==> config.mk <==
export PLATFORM = sky130hd
export DESIGN_NAME = ahb_manager_arbiter_flat
export DESIGN_NICKNAME = d
export VERILOG_FILES = /design/src/rtl/ahb_manager_arbiter_pkg.sv /design/src/rtl/ahb_manager_arbiter_if.sv /design/src/rtl/ahb_manager_tag_fifo.sv /design/src/rtl/ahb_manager_arbiter.sv /design/src/flat_wrapper.sv
export SDC_FILE = /design/constraint.sdc
export NUM_CORES = 1
export LEC_CHECK = 0
export CAP_MARGIN = 20
export CELL_PAD_IN_SITES_DETAIL_PLACEMENT = 1
export CELL_PAD_IN_SITES_GLOBAL_PLACEMENT = 2
export CORE_AREA = 10 10 281 283
export CTS_BUF_LIST = sky130_fd_sc_hd__clkbuf_8
export CTS_CLUSTER_DIAMETER = 30
export DETAILED_ROUTE_END_ITERATION = 8
export DIE_AREA = 0 0 291 293
export GPL_ROUTABILITY_DRIVEN = 0
export GPL_TIMING_DRIVEN = 0
export PLACE_DENSITY = 0.57
export SLEW_MARGIN = 20
export SYNTH_ARGS = -nofsm -noshare
export SYNTH_HDL_FRONTEND = slang
export SYNTH_SLANG_ARGS = --single-unit
==> constraint.sdc <==
create_clock -name i_hclk -period 3.35 [get_ports i_hclk]
set_input_delay 0.5025 -clock i_hclk [delete_from_list [all_inputs] [get_ports i_hclk]]
set_output_delay 0.5025 -clock i_hclk [all_outputs]
set_load 0.1 [all_outputs]
==> src/rtl/ahb_manager_arbiter_pkg.sv <==
// Shared types for the AHB manager channel arbiter: hsize, arbiter FSM state and tag width helper.
package ahb_manager_arbiter_pkg;

  typedef logic [2:0] t_hsize;

  typedef enum logic [0:0] {
    ARB_IDLE,
    ARB_OWN
  } t_arb_state;

  // A single channel still needs a 1-bit tag.
  function automatic int unsigned tag_wdt(input int unsigned nch);
    return (nch > 1) ? $clog2(nch) : 1;
  endfunction

endpackage

==> src/rtl/ahb_manager_arbiter_if.sv <==
// Channel-side and downstream-side signal bundle of the AHB manager arbiter.
interface ahb_manager_arbiter_if
  import ahb_manager_arbiter_pkg::*;
#(
  parameter int unsigned DATA_WDT = 32,
  parameter int unsigned NCH      = 4
);
  logic [NCH-1:0]                o_stall;
  logic [NCH-1:0]                i_idle;
  logic [NCH-1:0][DATA_WDT-1:0]  i_wr_data;
  logic [NCH-1:0][31:0]          i_addr;
  logic [NCH-1:0][31:0]          i_mask;
  t_hsize [NCH-1:0]              i_size;
  logic [NCH-1:0]                i_wr;
  logic [NCH-1:0]                i_rd;
  logic [NCH-1:0]                i_first_xfer;
  logic [NCH-1:0][15:0]          i_min_len;
  logic [DATA_WDT-1:0]           o_data;
  logic [31:0]                   o_addr;
  logic [NCH-1:0]                o_dav;

  logic                          o_dn_idle;
  logic [DATA_WDT-1:0]           o_dn_wr_data;
  logic [31:0]                   o_dn_addr;
  logic [31:0]                   o_dn_mask;
  t_hsize                        o_dn_size;
  logic                          o_dn_wr;
  logic                          o_dn_rd;
  logic [15:0]                   o_dn_min_len;
  logic                          o_dn_first_xfer;
  logic                          i_dn_stall;
  logic [DATA_WDT-1:0]           i_dn_data;
  logic [31:0]                   i_dn_addr;
  logic                          i_dn_dav;
  logic                          o_err;

  modport slave (
    input  i_idle, i_wr_data, i_addr, i_mask, i_size, i_wr, i_rd, i_first_xfer, i_min_len,
    input  i_dn_stall, i_dn_data, i_dn_addr, i_dn_dav,
    output o_stall, o_data, o_addr, o_dav, o_err,
    output o_dn_idle, o_dn_wr_data, o_dn_addr, o_dn_mask, o_dn_size, o_dn_wr, o_dn_rd,
    output o_dn_min_len, o_dn_first_xfer
  );

  modport master (
    output i_idle, i_wr_data, i_addr, i_mask, i_size, i_wr, i_rd, i_first_xfer, i_min_len,
    output i_dn_stall, i_dn_data, i_dn_addr, i_dn_dav,
    input  o_stall, o_data, o_addr, o_dav, o_err,
    input  o_dn_idle, o_dn_wr_data, o_dn_addr, o_dn_mask, o_dn_size, o_dn_wr, o_dn_rd,
    input  o_dn_min_len, o_dn_first_xfer
  );

endinterface

==> src/rtl/ahb_manager_tag_fifo.sv <==
// Synchronous FIFO of channel tags for outstanding read beats; push and pop may coincide,
// including when full.
module ahb_manager_tag_fifo #(
  parameter int unsigned WIDTH = 2,
  parameter int unsigned DEPTH = 16
) (
  input  logic             clk,
  input  logic             rst,
  input  logic             push,
  input  logic [WIDTH-1:0] push_data,
  input  logic             pop,
  output logic [WIDTH-1:0] head,
  output logic             full,
  output logic             empty
);
  localparam int unsigned AW = $clog2(DEPTH);

  logic [WIDTH-1:0] mem_q [DEPTH];
  logic [AW:0]      wr_ptr_q, rd_ptr_q;
  logic             do_push, do_pop;

  assign empty   = (wr_ptr_q == rd_ptr_q);
  assign full    = (wr_ptr_q[AW] != rd_ptr_q[AW]) && (wr_ptr_q[AW-1:0] == rd_ptr_q[AW-1:0]);
  assign do_pop  = pop & ~empty;
  assign do_push = push & (~full | do_pop);
  assign head    = mem_q[rd_ptr_q[AW-1:0]];

  always_ff @(posedge clk) begin
    if (do_push) begin
      mem_q[wr_ptr_q[AW-1:0]] <= push_data;
    end
  end

  always_ff @(posedge clk or posedge rst) begin
    if (rst) begin
      wr_ptr_q <= '0;
      rd_ptr_q <= '0;
    end else begin
      if (do_push) wr_ptr_q <= wr_ptr_q + 1'b1;
      if (do_pop)  rd_ptr_q <= rd_ptr_q + 1'b1;
    end
  end

endmodule

==> src/rtl/ahb_manager_arbiter.sv <==
// Round-robin merge of NCH command channels onto one AHB manager user port, granting per burst
// sequence and routing in-order read data back through a tag FIFO.
module ahb_manager_arbiter
  import ahb_manager_arbiter_pkg::*;
#(
  parameter int unsigned DATA_WDT  = 32,
  parameter int unsigned NCH       = 4,
  parameter int unsigned TAG_DEPTH = 16
) (
  input  logic                 i_hclk,
  input  logic                 i_hreset,
  ahb_manager_arbiter_if.slave bus
);
  localparam int unsigned TW = tag_wdt(NCH);

  t_arb_state          state_q, state_d;
  logic [TW-1:0]       owner_q, owner_d, rr_ptr_q, rr_ptr_d;
  logic [NCH-1:0]      req;
  logic                gnt_found;
  logic [TW-1:0]       gnt_idx, cand;
  logic                tag_full, tag_empty, tag_push, tag_pop, tag_block, accept;
  logic [TW-1:0]       tag_head;
  logic                err_q;
  logic [NCH-1:0]      dav_q, dav_d;
  logic [DATA_WDT-1:0] data_q;
  logic [31:0]         addr_q;

  assign req = ~bus.i_idle & bus.i_first_xfer & (bus.i_rd | bus.i_wr);

  always_comb begin
    gnt_found = 1'b0;
    gnt_idx   = '0;
    cand      = '0;
    for (int unsigned i = 0; i < NCH; i++) begin
      cand = TW'((32'(rr_ptr_q) + i) % NCH);
      if (!gnt_found && req[cand]) begin
        gnt_found = 1'b1;
        gnt_idx   = cand;
      end
    end
  end

  always_comb begin
    state_d              = state_q;
    owner_d              = owner_q;
    rr_ptr_d             = rr_ptr_q;
    tag_block            = 1'b0;
    accept               = 1'b0;
    tag_push             = 1'b0;
    bus.o_stall          = '1;
    bus.o_dn_idle        = 1'b1;
    bus.o_dn_wr          = 1'b0;
    bus.o_dn_rd          = 1'b0;
    bus.o_dn_first_xfer  = 1'b0;
    bus.o_dn_wr_data     = '0;
    bus.o_dn_addr        = '0;
    bus.o_dn_mask        = '0;
    bus.o_dn_size        = '0;
    bus.o_dn_min_len     = '0;
    unique case (state_q)
      ARB_IDLE: begin
        if (gnt_found) begin
          owner_d  = gnt_idx;
          rr_ptr_d = TW'((32'(gnt_idx) + 1) % NCH);
          state_d  = ARB_OWN;
        end
      end
      ARB_OWN: begin
        // A read beat that cannot get a tag is held on the channel, not dropped.
        tag_block            = bus.i_rd[owner_q] & ~bus.i_idle[owner_q] & tag_full;
        accept               = ~(bus.i_dn_stall | tag_block);
        bus.o_stall[owner_q] = ~accept;
        bus.o_dn_wr_data     = bus.i_wr_data[owner_q];
        bus.o_dn_addr        = bus.i_addr[owner_q];
        bus.o_dn_mask        = bus.i_mask[owner_q];
        bus.o_dn_size        = bus.i_size[owner_q];
        bus.o_dn_min_len     = bus.i_min_len[owner_q];
        bus.o_dn_idle        = tag_block ? 1'b0 : bus.i_idle[owner_q];
        bus.o_dn_wr          = tag_block ? 1'b0 : bus.i_wr[owner_q];
        bus.o_dn_rd          = tag_block ? 1'b0 : bus.i_rd[owner_q];
        bus.o_dn_first_xfer  = tag_block ? 1'b0 : bus.i_first_xfer[owner_q];
        tag_push             = accept & bus.o_dn_rd;
        if (accept && bus.i_idle[owner_q]) begin
          state_d = ARB_IDLE;
        end
      end
      default: state_d = ARB_IDLE;
    endcase
  end

  assign tag_pop = bus.i_dn_dav & ~tag_empty;

  ahb_manager_tag_fifo #(
    .WIDTH (TW),
    .DEPTH (TAG_DEPTH)
  ) u_tag_fifo (
    .clk       (i_hclk),
    .rst       (i_hreset),
    .push      (tag_push),
    .push_data (owner_q),
    .pop       (tag_pop),
    .head      (tag_head),
    .full      (tag_full),
    .empty     (tag_empty)
  );

  always_comb begin
    dav_d = '0;
    if (tag_pop) dav_d[tag_head] = 1'b1;
  end

  always_ff @(posedge i_hclk or posedge i_hreset) begin
    if (i_hreset) begin
      state_q  <= ARB_IDLE;
      owner_q  <= '0;
      rr_ptr_q <= '0;
      err_q    <= 1'b0;
      dav_q    <= '0;
      data_q   <= '0;
      addr_q   <= '0;
    end else begin
      state_q  <= state_d;
      owner_q  <= owner_d;
      rr_ptr_q <= rr_ptr_d;
      // Response with nothing outstanding is a downstream protocol violation.
      err_q    <= err_q | (bus.i_dn_dav & tag_empty);
      dav_q    <= dav_d;
      data_q   <= bus.i_dn_data;
      addr_q   <= bus.i_dn_addr;
    end
  end

  assign bus.o_err  = err_q;
  assign bus.o_dav  = dav_q;
  assign bus.o_data = data_q;
  assign bus.o_addr = addr_q;

endmodule
==> src/flat_wrapper.sv <==
// flat-port wrapper written by rule: the top's interface ports become plain ports
module ahb_manager_arbiter_flat import ahb_manager_arbiter_pkg::*;
#(
  parameter int unsigned DATA_WDT  = 32,
  parameter int unsigned NCH       = 4,
  parameter int unsigned TAG_DEPTH = 16
)
  (i_hclk, i_hreset, bus_i_idle, bus_i_wr_data, bus_i_addr, bus_i_mask, bus_i_size, bus_i_wr, bus_i_rd, bus_i_first_xfer, bus_i_min_len, bus_i_dn_stall, bus_i_dn_data, bus_i_dn_addr, bus_i_dn_dav, bus_o_stall, bus_o_data, bus_o_addr, bus_o_dav, bus_o_err, bus_o_dn_idle, bus_o_dn_wr_data, bus_o_dn_addr, bus_o_dn_mask, bus_o_dn_size, bus_o_dn_wr, bus_o_dn_rd, bus_o_dn_min_len, bus_o_dn_first_xfer);
  ahb_manager_arbiter_if #(.DATA_WDT(DATA_WDT), .NCH(NCH)) bus_i ();
  input  logic i_hclk;
  input  logic i_hreset;
  input wire logic [$bits(bus_i.i_idle)-1:0] bus_i_idle;
  input wire logic [$bits(bus_i.i_wr_data)-1:0] bus_i_wr_data;
  input wire logic [$bits(bus_i.i_addr)-1:0] bus_i_addr;
  input wire logic [$bits(bus_i.i_mask)-1:0] bus_i_mask;
  input wire logic [$bits(bus_i.i_size)-1:0] bus_i_size;
  input wire logic [$bits(bus_i.i_wr)-1:0] bus_i_wr;
  input wire logic [$bits(bus_i.i_rd)-1:0] bus_i_rd;
  input wire logic [$bits(bus_i.i_first_xfer)-1:0] bus_i_first_xfer;
  input wire logic [$bits(bus_i.i_min_len)-1:0] bus_i_min_len;
  input wire logic [$bits(bus_i.i_dn_stall)-1:0] bus_i_dn_stall;
  input wire logic [$bits(bus_i.i_dn_data)-1:0] bus_i_dn_data;
  input wire logic [$bits(bus_i.i_dn_addr)-1:0] bus_i_dn_addr;
  input wire logic [$bits(bus_i.i_dn_dav)-1:0] bus_i_dn_dav;
  output wire logic [$bits(bus_i.o_stall)-1:0] bus_o_stall;
  output wire logic [$bits(bus_i.o_data)-1:0] bus_o_data;
  output wire logic [$bits(bus_i.o_addr)-1:0] bus_o_addr;
  output wire logic [$bits(bus_i.o_dav)-1:0] bus_o_dav;
  output wire logic [$bits(bus_i.o_err)-1:0] bus_o_err;
  output wire logic [$bits(bus_i.o_dn_idle)-1:0] bus_o_dn_idle;
  output wire logic [$bits(bus_i.o_dn_wr_data)-1:0] bus_o_dn_wr_data;
  output wire logic [$bits(bus_i.o_dn_addr)-1:0] bus_o_dn_addr;
  output wire logic [$bits(bus_i.o_dn_mask)-1:0] bus_o_dn_mask;
  output wire logic [$bits(bus_i.o_dn_size)-1:0] bus_o_dn_size;
  output wire logic [$bits(bus_i.o_dn_wr)-1:0] bus_o_dn_wr;
  output wire logic [$bits(bus_i.o_dn_rd)-1:0] bus_o_dn_rd;
  output wire logic [$bits(bus_i.o_dn_min_len)-1:0] bus_o_dn_min_len;
  output wire logic [$bits(bus_i.o_dn_first_xfer)-1:0] bus_o_dn_first_xfer;
  assign bus_i.i_idle = bus_i_idle;
  assign bus_i.i_wr_data = bus_i_wr_data;
  assign bus_i.i_addr = bus_i_addr;
  assign bus_i.i_mask = bus_i_mask;
  assign bus_i.i_size = bus_i_size;
  assign bus_i.i_wr = bus_i_wr;
  assign bus_i.i_rd = bus_i_rd;
  assign bus_i.i_first_xfer = bus_i_first_xfer;
  assign bus_i.i_min_len = bus_i_min_len;
  assign bus_i.i_dn_stall = bus_i_dn_stall;
  assign bus_i.i_dn_data = bus_i_dn_data;
  assign bus_i.i_dn_addr = bus_i_dn_addr;
  assign bus_i.i_dn_dav = bus_i_dn_dav;
  assign bus_o_stall = bus_i.o_stall;
  assign bus_o_data = bus_i.o_data;
  assign bus_o_addr = bus_i.o_addr;
  assign bus_o_dav = bus_i.o_dav;
  assign bus_o_err = bus_i.o_err;
  assign bus_o_dn_idle = bus_i.o_dn_idle;
  assign bus_o_dn_wr_data = bus_i.o_dn_wr_data;
  assign bus_o_dn_addr = bus_i.o_dn_addr;
  assign bus_o_dn_mask = bus_i.o_dn_mask;
  assign bus_o_dn_size = bus_i.o_dn_size;
  assign bus_o_dn_wr = bus_i.o_dn_wr;
  assign bus_o_dn_rd = bus_i.o_dn_rd;
  assign bus_o_dn_min_len = bus_i.o_dn_min_len;
  assign bus_o_dn_first_xfer = bus_i.o_dn_first_xfer;
  ahb_manager_arbiter #(.DATA_WDT(DATA_WDT), .NCH(NCH), .TAG_DEPTH(TAG_DEPTH)) u_core (.i_hclk(i_hclk), .i_hreset(i_hreset), .bus(bus_i));
endmodule
==> impl_metrics.ini, run 1 <==
[status]
status = complete, no violations

[critical_path]
crit_start = u_core.owner_q[0]$_DFFE_PP0P_
max_stage_delay_ps = 610
cpMostUsedCell = buf_4
r2r_cells = 6
worst_ep_arrival_time_ps = 2680
rrSetupSlack_ps = 750
critPathKind = reg2out
required_ps = 2850
reg2reg_to = u_core.u_tag_fifo.mem_q[0][0]$_DFFE_PP_
crit_path_cell_trace = buf_4 > mux4_2 > o41ai_4 > or2_1 > or3_1 > buf_4
worstSetupEndpoint = bus_o_stall[0]
critPathLaunchType = flop
cp_max_fo = 7
r2r-start = u_core.owner_q[0]$_DFFE_PP0P_
end_kind = output port
cp_slowest_cell = mux4_2

[floorplan]
fp-row-count = 100
fp.dieW_um = 291
start_util_pct = 10.5
die_area_um2 = 85300
ioPinCount = 736
die_y_um = 293
core-area_um2 = 73600

[final_layout]
final_common_cell = clkdlybuf4s50_1
final_nets = 1839
nFillCells = 8320
synthToLayoutAreaGrowth_pct = 113
layout_common_cells = 612 x clkdlybuf4s50_1, 128 x mux4_2, 115 x and2_1, 88 x buf_2, 82 x dfrtp_1
drive_above_1_share_pct = 26.0

[yosys]
avgSynthCellArea_um2 = 14.5
synth-xor-area-share_pct = 1.59
synth-seq-cells = 116
ys_types = 45
synth.area.mux_share_pct = 38.4
yosysSeqAreaShare_pct = 39.7
synth_compound_area_share_pct = 2.63
syn_nets = 1082
synthCells = 533
synth-edff-count = 32
synth_top_family_by_area = multiplexers
synthAdderAreaFrac_pct = 0.812
synth_warnings = 0
yosys.area_share.simple_pct = 13.7
synth_ff_type = dfrtp_1
synth_area_um2 = 7710
async_flop_share_pct = 72.4

[sta]
period_share_pct = 94.9
skew_ps = 10.5
setup_tns_ps = 0
slew_viol_final = 0
setup_viol = 0
period_needed_ps = 3180
tightest_slew_ps = 1120
grt_setup_unrepaired = no
fmax_mhz = 315
slew_headroom_pct = 25.0
hold_violations = 0

[clocking]
cts_made_buffers = 17
clk_pin_slew_ps = 80
cts_sinks = 116
clockBufferDepth = 2
cts_hold_buf = 0
h-tree-depth = 4
cts_root_buf = clkbuf_8
clock_latency_ps = 470
cts_tree = built

[pwr]
irDropWorstVdd_uv = 691
p_clk_share_pct = 7.8
powerDensity_nw_per_um2 = 991
intPower_uw = 5840
combPwrFrac_pct = 81.2
total_power_uw = 16300
p_sw_uw = 10500
seqPwrFrac_pct = 11.1
power_switching_share_pct = 64.2
leakage_uw = 0.00607

[grt]
overflow = 0
grt_pass1_wl_um = 79800
antenna_found_initial = 24
grt_pass1_vias = 9328
grt_max_degree = 72
grtUsageTotal_pct = 13.3

[place]
dp_hpwl_um = 53000
port_buffers = 735

[route]
firstDrtPassIters = 4
drc = 0
num_vias = 8090
drt-initial-drc-count = 382
vias_per_cell = 3.55
routed_wl_um = 60100
wire_per_inst_um = 26.4
ant_nets = 0

[run]
max_cap_viol_count = 0

[min_path]
min_path_type = in2async
-- registers in the layout, summed over array words and instances, names as in the netlist, named ones only --
| name | count |
|---|---|
| u_core.bus.o_addr | 32 |
| u_core.bus.o_data | 32 |
| u_core.u_tag_fifo.mem_q | 32 |
| u_core.u_tag_fifo.rd_ptr_q | 5 |
| u_core.u_tag_fifo.wr_ptr_q | 5 |
| u_core.bus.o_dav | 4 |
| u_core.owner_q | 2 |
| u_core.bus.o_err | 1 |
| u_core.rr_ptr_q | 1 |
| u_core.state_q | 1 |
-- worst max-delay path, delay by kind of cell, from the launching register on --
kind | cells | cell delay [ps]
muxes | 1 | 610
buffers and inverters | 2 | 480
AOI/OAI and AO/OA | 1 | 400
DFF | 1 | 370
and+or+nand+nor | 2 | 350
-- cell families (layout without fill, tap and decap cells) --
| kind of cell | count (synthesis) | after routing |
|---|---|---|
| AND/OR/NAND/NOR | 178 | 178 |
| multiplexers | 135 | 135 |
| flip-flops | 116 | 116 |
| buffers and inverters | 58 | 828 |
| AO/OA/AOI/OAI | 27 | 27 |
| XOR/XNOR | 14 | 14 |
| adder cells (fa/ha/maj) | 5 | 5 |
| other | 0 | 6 |
-- power by group through the flow --
stage / registers (uW) / clock network, uW / logic [uW]
floorplan: 2270 / 0 / 9320
global placement: 1870 / 0 / 13900
detailed placement: 1880 / 0 / 13900
CTS: 1810 / 1340 / 13500
global route: 1830 / 1400 / 13800
finish: 1800 / 1270 / 13200
-- metal layers --
metal	vias up	part of all wire [%]	global-route usage, %	wire [um]
met5	-	0.21	0	129
met4	20	1.5	3.08	884
met3	57	8.8	5.51	5290
met2	405	52	23.9	31300
met1	4023	37	14.4	22400
li1	3585	-	-	-
-- final cells by class --
| type | instances | area (um2) | share of cell area, % |
|---|---|---|---|
| tap | 969 | 1210 | 7.38 |
| inverter | 10 | 42.5 | 0.259 |
| antenna | 6 | 15.0 | 0.0914 |
| clock buffer | 17 | 234 | 1.42 |
| clock inverter | 15 | 146 | 0.891 |
| buffer | 48 | 298 | 1.81 |
| multi-input combinational | 359 | 4410 | 26.9 |
| sequential | 116 | 3070 | 18.7 |
| timing repair buffer | 738 | 7010 | 42.6 |
-- synthesized netlist by cell type (all sizes together), types with 2 or more instances --
| cell | number | share of area, % |
|---|---|---|
| edfxtp | 32 | 12 |
| nand4 | 4 | 0.32 |
| and2 | 115 | 9.3 |
| a31oi | 3 | 0.32 |
| a21oi | 2 | 0.13 |
| clkbuf | 30 | 1.5 |
| nor2b | 3 | 0.24 |
| buf | 18 | 1.2 |
| dfrtp | 84 | 27 |
| mux4 | 128 | 37 |
| nor4 | 2 | 0.36 |
| mux2i | 3 | 0.39 |
| nor3b | 2 | 0.19 |
| o21a | 2 | 0.19 |
| xnor2 | 11 | 1.2 |
| o211ai | 3 | 0.29 |
| nand2b | 5 | 0.41 |
| nor3 | 4 | 0.26 |
| nand3 | 2 | 0.13 |
| nor2 | 22 | 1.1 |
| inv | 10 | 0.49 |
| o21ai | 8 | 0.52 |
| a21o | 2 | 0.19 |
| ha | 5 | 0.81 |
| mux2 | 4 | 0.58 |
| xor2 | 3 | 0.34 |
| nand2 | 13 | 0.63 |
-- per-stage QoR --
stage               hold slack [ps]  std cells  instance area, um2  utilization (%)  setup slack (ps)
global placement                449       2237               16300             22.1             -2300
finish                          321       2278               16400             22.3               172
detailed placement              456       2238               16300             22.1             -1770
CTS                             270       2272               16400             22.3              16.4
floorplan                       498        533                7710                -              84.5
global route                    284       2274               16400             22.3              3.42
-- worst min path at each step --
stage	from	end	slack, ps	cells past startpoint
after floorplan	u_core.u_tag_fifo.wr_ptr_q[4]$_DFFE_PP0P_	u_core.u_tag_fifo.wr_ptr_q[4]$_DFFE_PP0P_	500	1
after global placement	u_core.bus.o_err$_DFF_PP0_	u_core.bus.o_err$_DFF_PP0_	450	1
after detailed placement	u_core.bus.o_err$_DFF_PP0_	u_core.bus.o_err$_DFF_PP0_	460	1
after CTS	i_hreset	u_core.bus.o_data[13]$_DFF_PP0_	270	2
after global routing	i_hreset	u_core.bus.o_data[13]$_DFF_PP0_	280	2
final	i_hreset	u_core.bus.o_data[13]$_DFF_PP0_	320	2
-- what timing repair did --
action,4_1_cts,5_1_grt
pin swaps,0,1
gates resized for setup,584,3
buffers inserted,2,0
setup endpoints to repair,131,4
(Power assumes the default switching activity.)
==> run 2, diff against run 1 <==
--- a/config.mk
+++ b/config.mk
@@ -5,6 +5,7 @@
 export SDC_FILE = /design/constraint.sdc
 export NUM_CORES = 1
 export LEC_CHECK = 0
+export ABC_CLOCK_PERIOD_IN_PS = 3350
 export CAP_MARGIN = 20
 export CELL_PAD_IN_SITES_DETAIL_PLACEMENT = 1
 export CELL_PAD_IN_SITES_GLOBAL_PLACEMENT = 2
==> constraint.sdc (replaced) <==
create_clock -name i_hclk -period 3.35 [get_ports i_hclk]
set_input_delay 0.8375 -clock i_hclk [delete_from_list [all_inputs] [get_ports i_hclk]]
set_output_delay 0.8375 -clock i_hclk [all_outputs]
set_load 0.1 [all_outputs]
==> run 2 against run 1 <==
  * The flow now finishes with violations (negative setup slack)
  * Sequential power barely moved
  * Critical endpoint unchanged
  * Fmax decreased by 8.0%
  * Final cell count increased by 0.75%
  * Setup slack worse by 270 ps
  * Largest cell class unchanged
  * Sequential cell count unchanged
  * Count of clock-buffer cells in the layout is the same
  * Cell area grew 6.1%
  * Combinational power grew 14%
  * Global-route usage increased by 0.25 points
==> impl_metrics.ini, run 2 (same netlist as run 1, synthesis figures left out) <==
[critical_path]
r2r-start = u_core.owner_q[0]$_DFFE_PP0P_
required_ps = 2510
end_kind = output port
cp_max_fo = 4
critPathKind = reg2out
worst_ep_arrival_time_ps = 2620
crit_start = u_core.owner_q[0]$_DFFE_PP0P_
critPathLaunchType = flop

[pwr]
powerDensity_nw_per_um2 = 1040
power_switching_share_pct = 59.8
irDropWorstVdd_uv = 481
p_clk_share_pct = 7.4
p_sw_uw = 10900
leakage_uw = 0.00655
total_power_uw = 18200
intPower_uw = 7310
combPwrFrac_pct = 82.7
seqPwrFrac_pct = 9.9

[floorplan]
die_y_um = 293
core-area_um2 = 73600
die_area_um2 = 85300
fp-row-count = 100
ioPinCount = 736
start_util_pct = 10.5
fp.dieW_um = 291

[sta]
fmax_mhz = 290
setup_viol = 4
slew_viol_final = 0
period_share_pct = 103
fin_ws_ps = -103
skew_ps = 11.0
tightest_slew_ps = 1080
period_needed_ps = 3450
fin_hold_ws_ps = 471
grt_setup_unrepaired = yes
slew_headroom_pct = 27.8
hold_violations = 0

[grt]
grtUsageTotal_pct = 13.6
grtUsageMet1_pct = 14.5
met2_usage_pct = 24.7
grt_pass1_vias = 9475
grt_pass1_wl_um = 81700
grt_busiest_layer = met2
met3_usage_pct = 5.43
antenna_found_initial = 19
grt_max_degree = 54
overflow = 0

[clocking]
cts_made_buffers = 17
cts_hold_buf = 0
cts_sinks = 116
cts_root_buf = clkbuf_8
clockBufferDepth = 2
cts_tree = built
h-tree-depth = 4
clk_pin_slew_ps = 80
clock_latency_ps = 450

[final_layout]
layout_common_cells = 604 x clkdlybuf4s50_1, 128 x mux4_2, 95 x and2_1, 82 x dfrtp_1, 43 x buf_4
synthToLayoutAreaGrowth_pct = 126
postLayoutCoreUtil_pct = 23.7
drive_above_1_share_pct = 29.3
nFillCells = 8251
finalNonFillerCells = 2295
final_nets = 1857
final_common_cell = clkdlybuf4s50_1

[route]
ant_nets = 0
wire_per_inst_um = 26.6
num_vias = 8158
drt-initial-drc-count = 255
drc = 0
vias_per_cell = 3.55
firstDrtPassIters = 5
routed_wl_um = 61000

[min_path]
min_path_type = reg2reg
hp-start = u_core.bus.o_err$_DFF_PP0_

[place]
port_buffers = 735
dp_cells = 2239
dp_hpwl_um = 53500

[status]
failed_checks = negative setup slack
status = finished with violations

[run]
max_cap_viol_count = 0
==> run 2: cell types whose count changed in the layout (fill, tap and decap cells not counted), moves of 5 or more <==
cell | previous run | this run
buf_2 | 88 | 34
buf_12 | 0 | 36
buf_6 | 6 | 37
clkdlybuf4s15_2 | 30 | 0
buf_4 | 18 | 43
and2_1 | 115 | 95
and2_4 | 0 | 19
clkdlybuf4s50_1 | 612 | 604
dlygate4sd2_1 | 1 | 8
buf_8 | 0 | 5
==> run 2: cell type report <==
class | count | area, um2 | share of cell area (%)
Clock buffer | 17 | 234 | 1.34
Tap cell | 969 | 1210 | 6.95
Inverter | 10 | 42.5 | 0.244
Sequential cell | 116 | 3070 | 17.6
Clock inverter | 15 | 166 | 0.954
Timing Repair Buffer | 759 | 7790 | 44.7
Buffer | 45 | 435 | 2.50
Multi-Input combinational cell | 359 | 4480 | 25.7
Antenna cell | 5 | 12.5 | 0.0717
==> run 2: through the flow <==
step	setup slack (ps)	TNS, ps	instance area [um2]
after floorplan	-321	-878	7720
after global placement	-2740	-333050	16300
after detailed placement	-2390	-198530	16300
after CTS	-236	-3620	17100
after global routing	-215	-1330	17400
final	-103	-231	17400
==> run 2: worst paths after layout <==
path                                                                 to  slack, ps  depth (start not counted)
worst max-delay path                                     bus_o_stall[0]       -100                          8
worst max register to register  u_core.u_tag_fifo.mem_q[3][1]$_DFFE_PP_        590                          8
max in group asynchronous                 u_core.owner_q[1]$_DFFE_PP0P_       1960                          3
worst min register to register               u_core.bus.o_err$_DFF_PP0_        470                          1
worst min-delay path                         u_core.bus.o_err$_DFF_PP0_        470                          1
min in group asynchronous               u_core.bus.o_data[15]$_DFF_PP0_        760                          2
==> run 2: metal layers <==
metal / up-vias / wire length, um
met2: 401 / 31700
met5: - / 154
li1: 3621 / -
met4: 22 / 1100
met3: 47 / 5000
met1: 4067 / 23100
==> run 2: repair_timing <==
item / in CTS / in global routing
pin swaps: 3 / 3
endpoints found under the setup margin: 126 / 101
cloned: 2 / 3
gates resized for setup: 816 / 129
setup buffers: 15 / 4
==> run 2: worst max-delay path, stage by stage (launching register included) <==
cell and delay (ps):
dfrtp_2 430, buf_12 140, buf_8 100, mux4_2 520
inv_4 80, o41ai_4 90, or2_4 280, or3_4 340
buf_12 170
==> run 2: power by group through the flow <==
stage / registers, uW / logic, uW / clock network (uW)
global placement: 1870 / 14000 / 0
CTS: 1810 / 14700 / 1400
detailed placement: 1880 / 14000 / 0
floorplan: 2270 / 9320 / 0
finish: 1810 / 15000 / 1340
global route: 1830 / 15600 / 1470
==> run 3, diff against run 2 <==
--- a/config.mk
+++ b/config.mk
@@ -15,7 +15,6 @@
 export DETAILED_ROUTE_END_ITERATION = 8
 export DIE_AREA = 0 0 291 293
 export GPL_ROUTABILITY_DRIVEN = 0
-export GPL_TIMING_DRIVEN = 0
 export PLACE_DENSITY = 0.57
 export SLEW_MARGIN = 20
 export SYNTH_ARGS = -nofsm -noshare
==> run 3 against run 2 <==
  * The flow still finishes with violations (negative setup slack)
  * Global-route usage down 0.52 points
  * Die area unchanged
  * Sequential power up 4%
  * Largest cell class unchanged
  * Largest power group unchanged
  * Highest routed layer unchanged
==> impl_metrics.ini, run 3 (same netlist as run 1, synthesis figures left out) <==
[clocking]
cts_tree = built
clock_latency_ps = 460
cts_sinks = 116
cts_made_buffers = 17
cts_root_buf = clkbuf_8
clockBufferDepth = 2
h-tree-depth = 4
clk_pin_slew_ps = 80

[sta]
period_share_pct = 101
slew_viol_final = 0
slew_headroom_pct = 49.9
tightest_slew_ps = 751
fin_hold_ws_ps = 496
hold_violations = 0
setup_tns_ps = -63.7
grt_setup_unrepaired = yes
fmax_mhz = 295
skew_ps = 12.7
fin_ws_ps = -44.7
setup_viol = 4
period_needed_ps = 3390

[pwr]
irDropWorstVdd_uv = 519
total_power_uw = 19900
leakage_uw = 0.00695
powerDensity_nw_per_um2 = 1080

[min_path]
min_path_type = reg2reg

[route]
drc = 0
routed_wl_um = 58700
ant_nets = 0
num_vias = 8151
drt-initial-drc-count = 283
wire_per_inst_um = 25.6
firstDrtPassIters = 4
vias_per_cell = 3.56

[final_layout]
synthToLayoutAreaGrowth_pct = 139
post-route-cell-area_um2 = 18400
layout_common_cells = 535 x clkdlybuf4s50_1, 132 x buf_12, 128 x mux4_2, 108 x buf_4, 103 x and2_1
final_nets = 1852
drive_above_1_share_pct = 34.5
finalNonFillerCells = 2290
final_common_cell = clkdlybuf4s50_1

[run]
max_cap_viol_count = 0

[place]
dp_hpwl_um = 51100
placed_area_um2 = 17600
port_buffers = 735
dp_cells = 2233

[critical_path]
end_kind = output port
critPathKind = in2out
required_ps = 2510
critPathLaunchType = input port
cp_max_fo = 4
worst_ep_arrival_time_ps = 2560

[floorplan]
die_area_um2 = 85300
ioPinCount = 736
core-area_um2 = 73600
fp-row-count = 100
fp.dieW_um = 291
die_y_um = 293
start_util_pct = 10.5

[status]
failed_checks = negative setup slack
status = finished with violations

[grt]
grtUsageTotal_pct = 13.1
overflow = 0
grt_pass1_wl_um = 79100
antenna_found_initial = 14
grt_pass1_vias = 9406
grt_max_degree = 65
run 3: cell type report:
type | instances | area, um2
Fill cell | 8151 | 55100
Timing Repair Buffer | 799 | 9240
Multi-Input combinational cell | 359 | 4470
Sequential cell | 116 | 3070
Tap cell | 969 | 1210
Clock buffer | 17 | 234
Clock inverter | 15 | 159
Inverter | 10 | 38.8
Antenna cell | 5 | 12.5
run 3: path summary, 6_finish.rpt:
path	start	end	slack, ps	depth (start not counted)
min in group asynchronous	i_hreset	u_core.bus.o_addr[0]$_DFF_PP0_	600	2
worst max register to register	u_core.owner_q[0]$_DFFE_PP0P_	u_core.u_tag_fifo.mem_q[3][1]$_DFFE_PP_	600	9
worst min register to register	u_core.bus.o_err$_DFF_PP0_	u_core.bus.o_err$_DFF_PP0_	500	1
worst min-delay path	u_core.bus.o_err$_DFF_PP0_	u_core.bus.o_err$_DFF_PP0_	500	1
worst max-delay path	bus_i_rd[3]	bus_o_stall[0]	-40	7
max in group asynchronous	i_hreset	u_core.bus.o_addr[18]$_DFF_PP0_	2180	3
run 3: what timing repair did:
item	4_1_cts	5_1_grt
hold buffers	0	0
endpoints found under the setup margin	70	66
gates cloned	5	2
pin swaps	5	2
buffers inserted	13	2
resized for setup	41	12
run 3: metal layers:
layer / track usage (%) / up-vias / share of wire (%)
li1: - / 3606 / -
met5: 0 / - / 0.084
met2: 23.5 / 425 / 53
met1: 14.3 / 4065 / 37
met3: 5.05 / 47 / 8.8
met4: 2.82 / 8 / 1.5
run 3: critical path, stage by stage:
cell and delay (ps):
dlygate4sd2_1 260, mux4_2 480, inv_2 100, o41ai_4 80, or2_4 280, or3_4 350
buf_12 170
run 3: where the power goes:
part	internal (uW)	total, uW	switching (uW)
combinational	6510	16700	10200
clock	620	1320	702
sequential	1690	1890	198
run 3: through the flow:
stage / worst slack [ps] / util, %
CTS: -143 / 24.9
finish: -44.7 / 25.1
floorplan: -321 / -
global placement: -387 / 23.9
global route: -122 / 25.1
detailed placement: -401 / 23.9
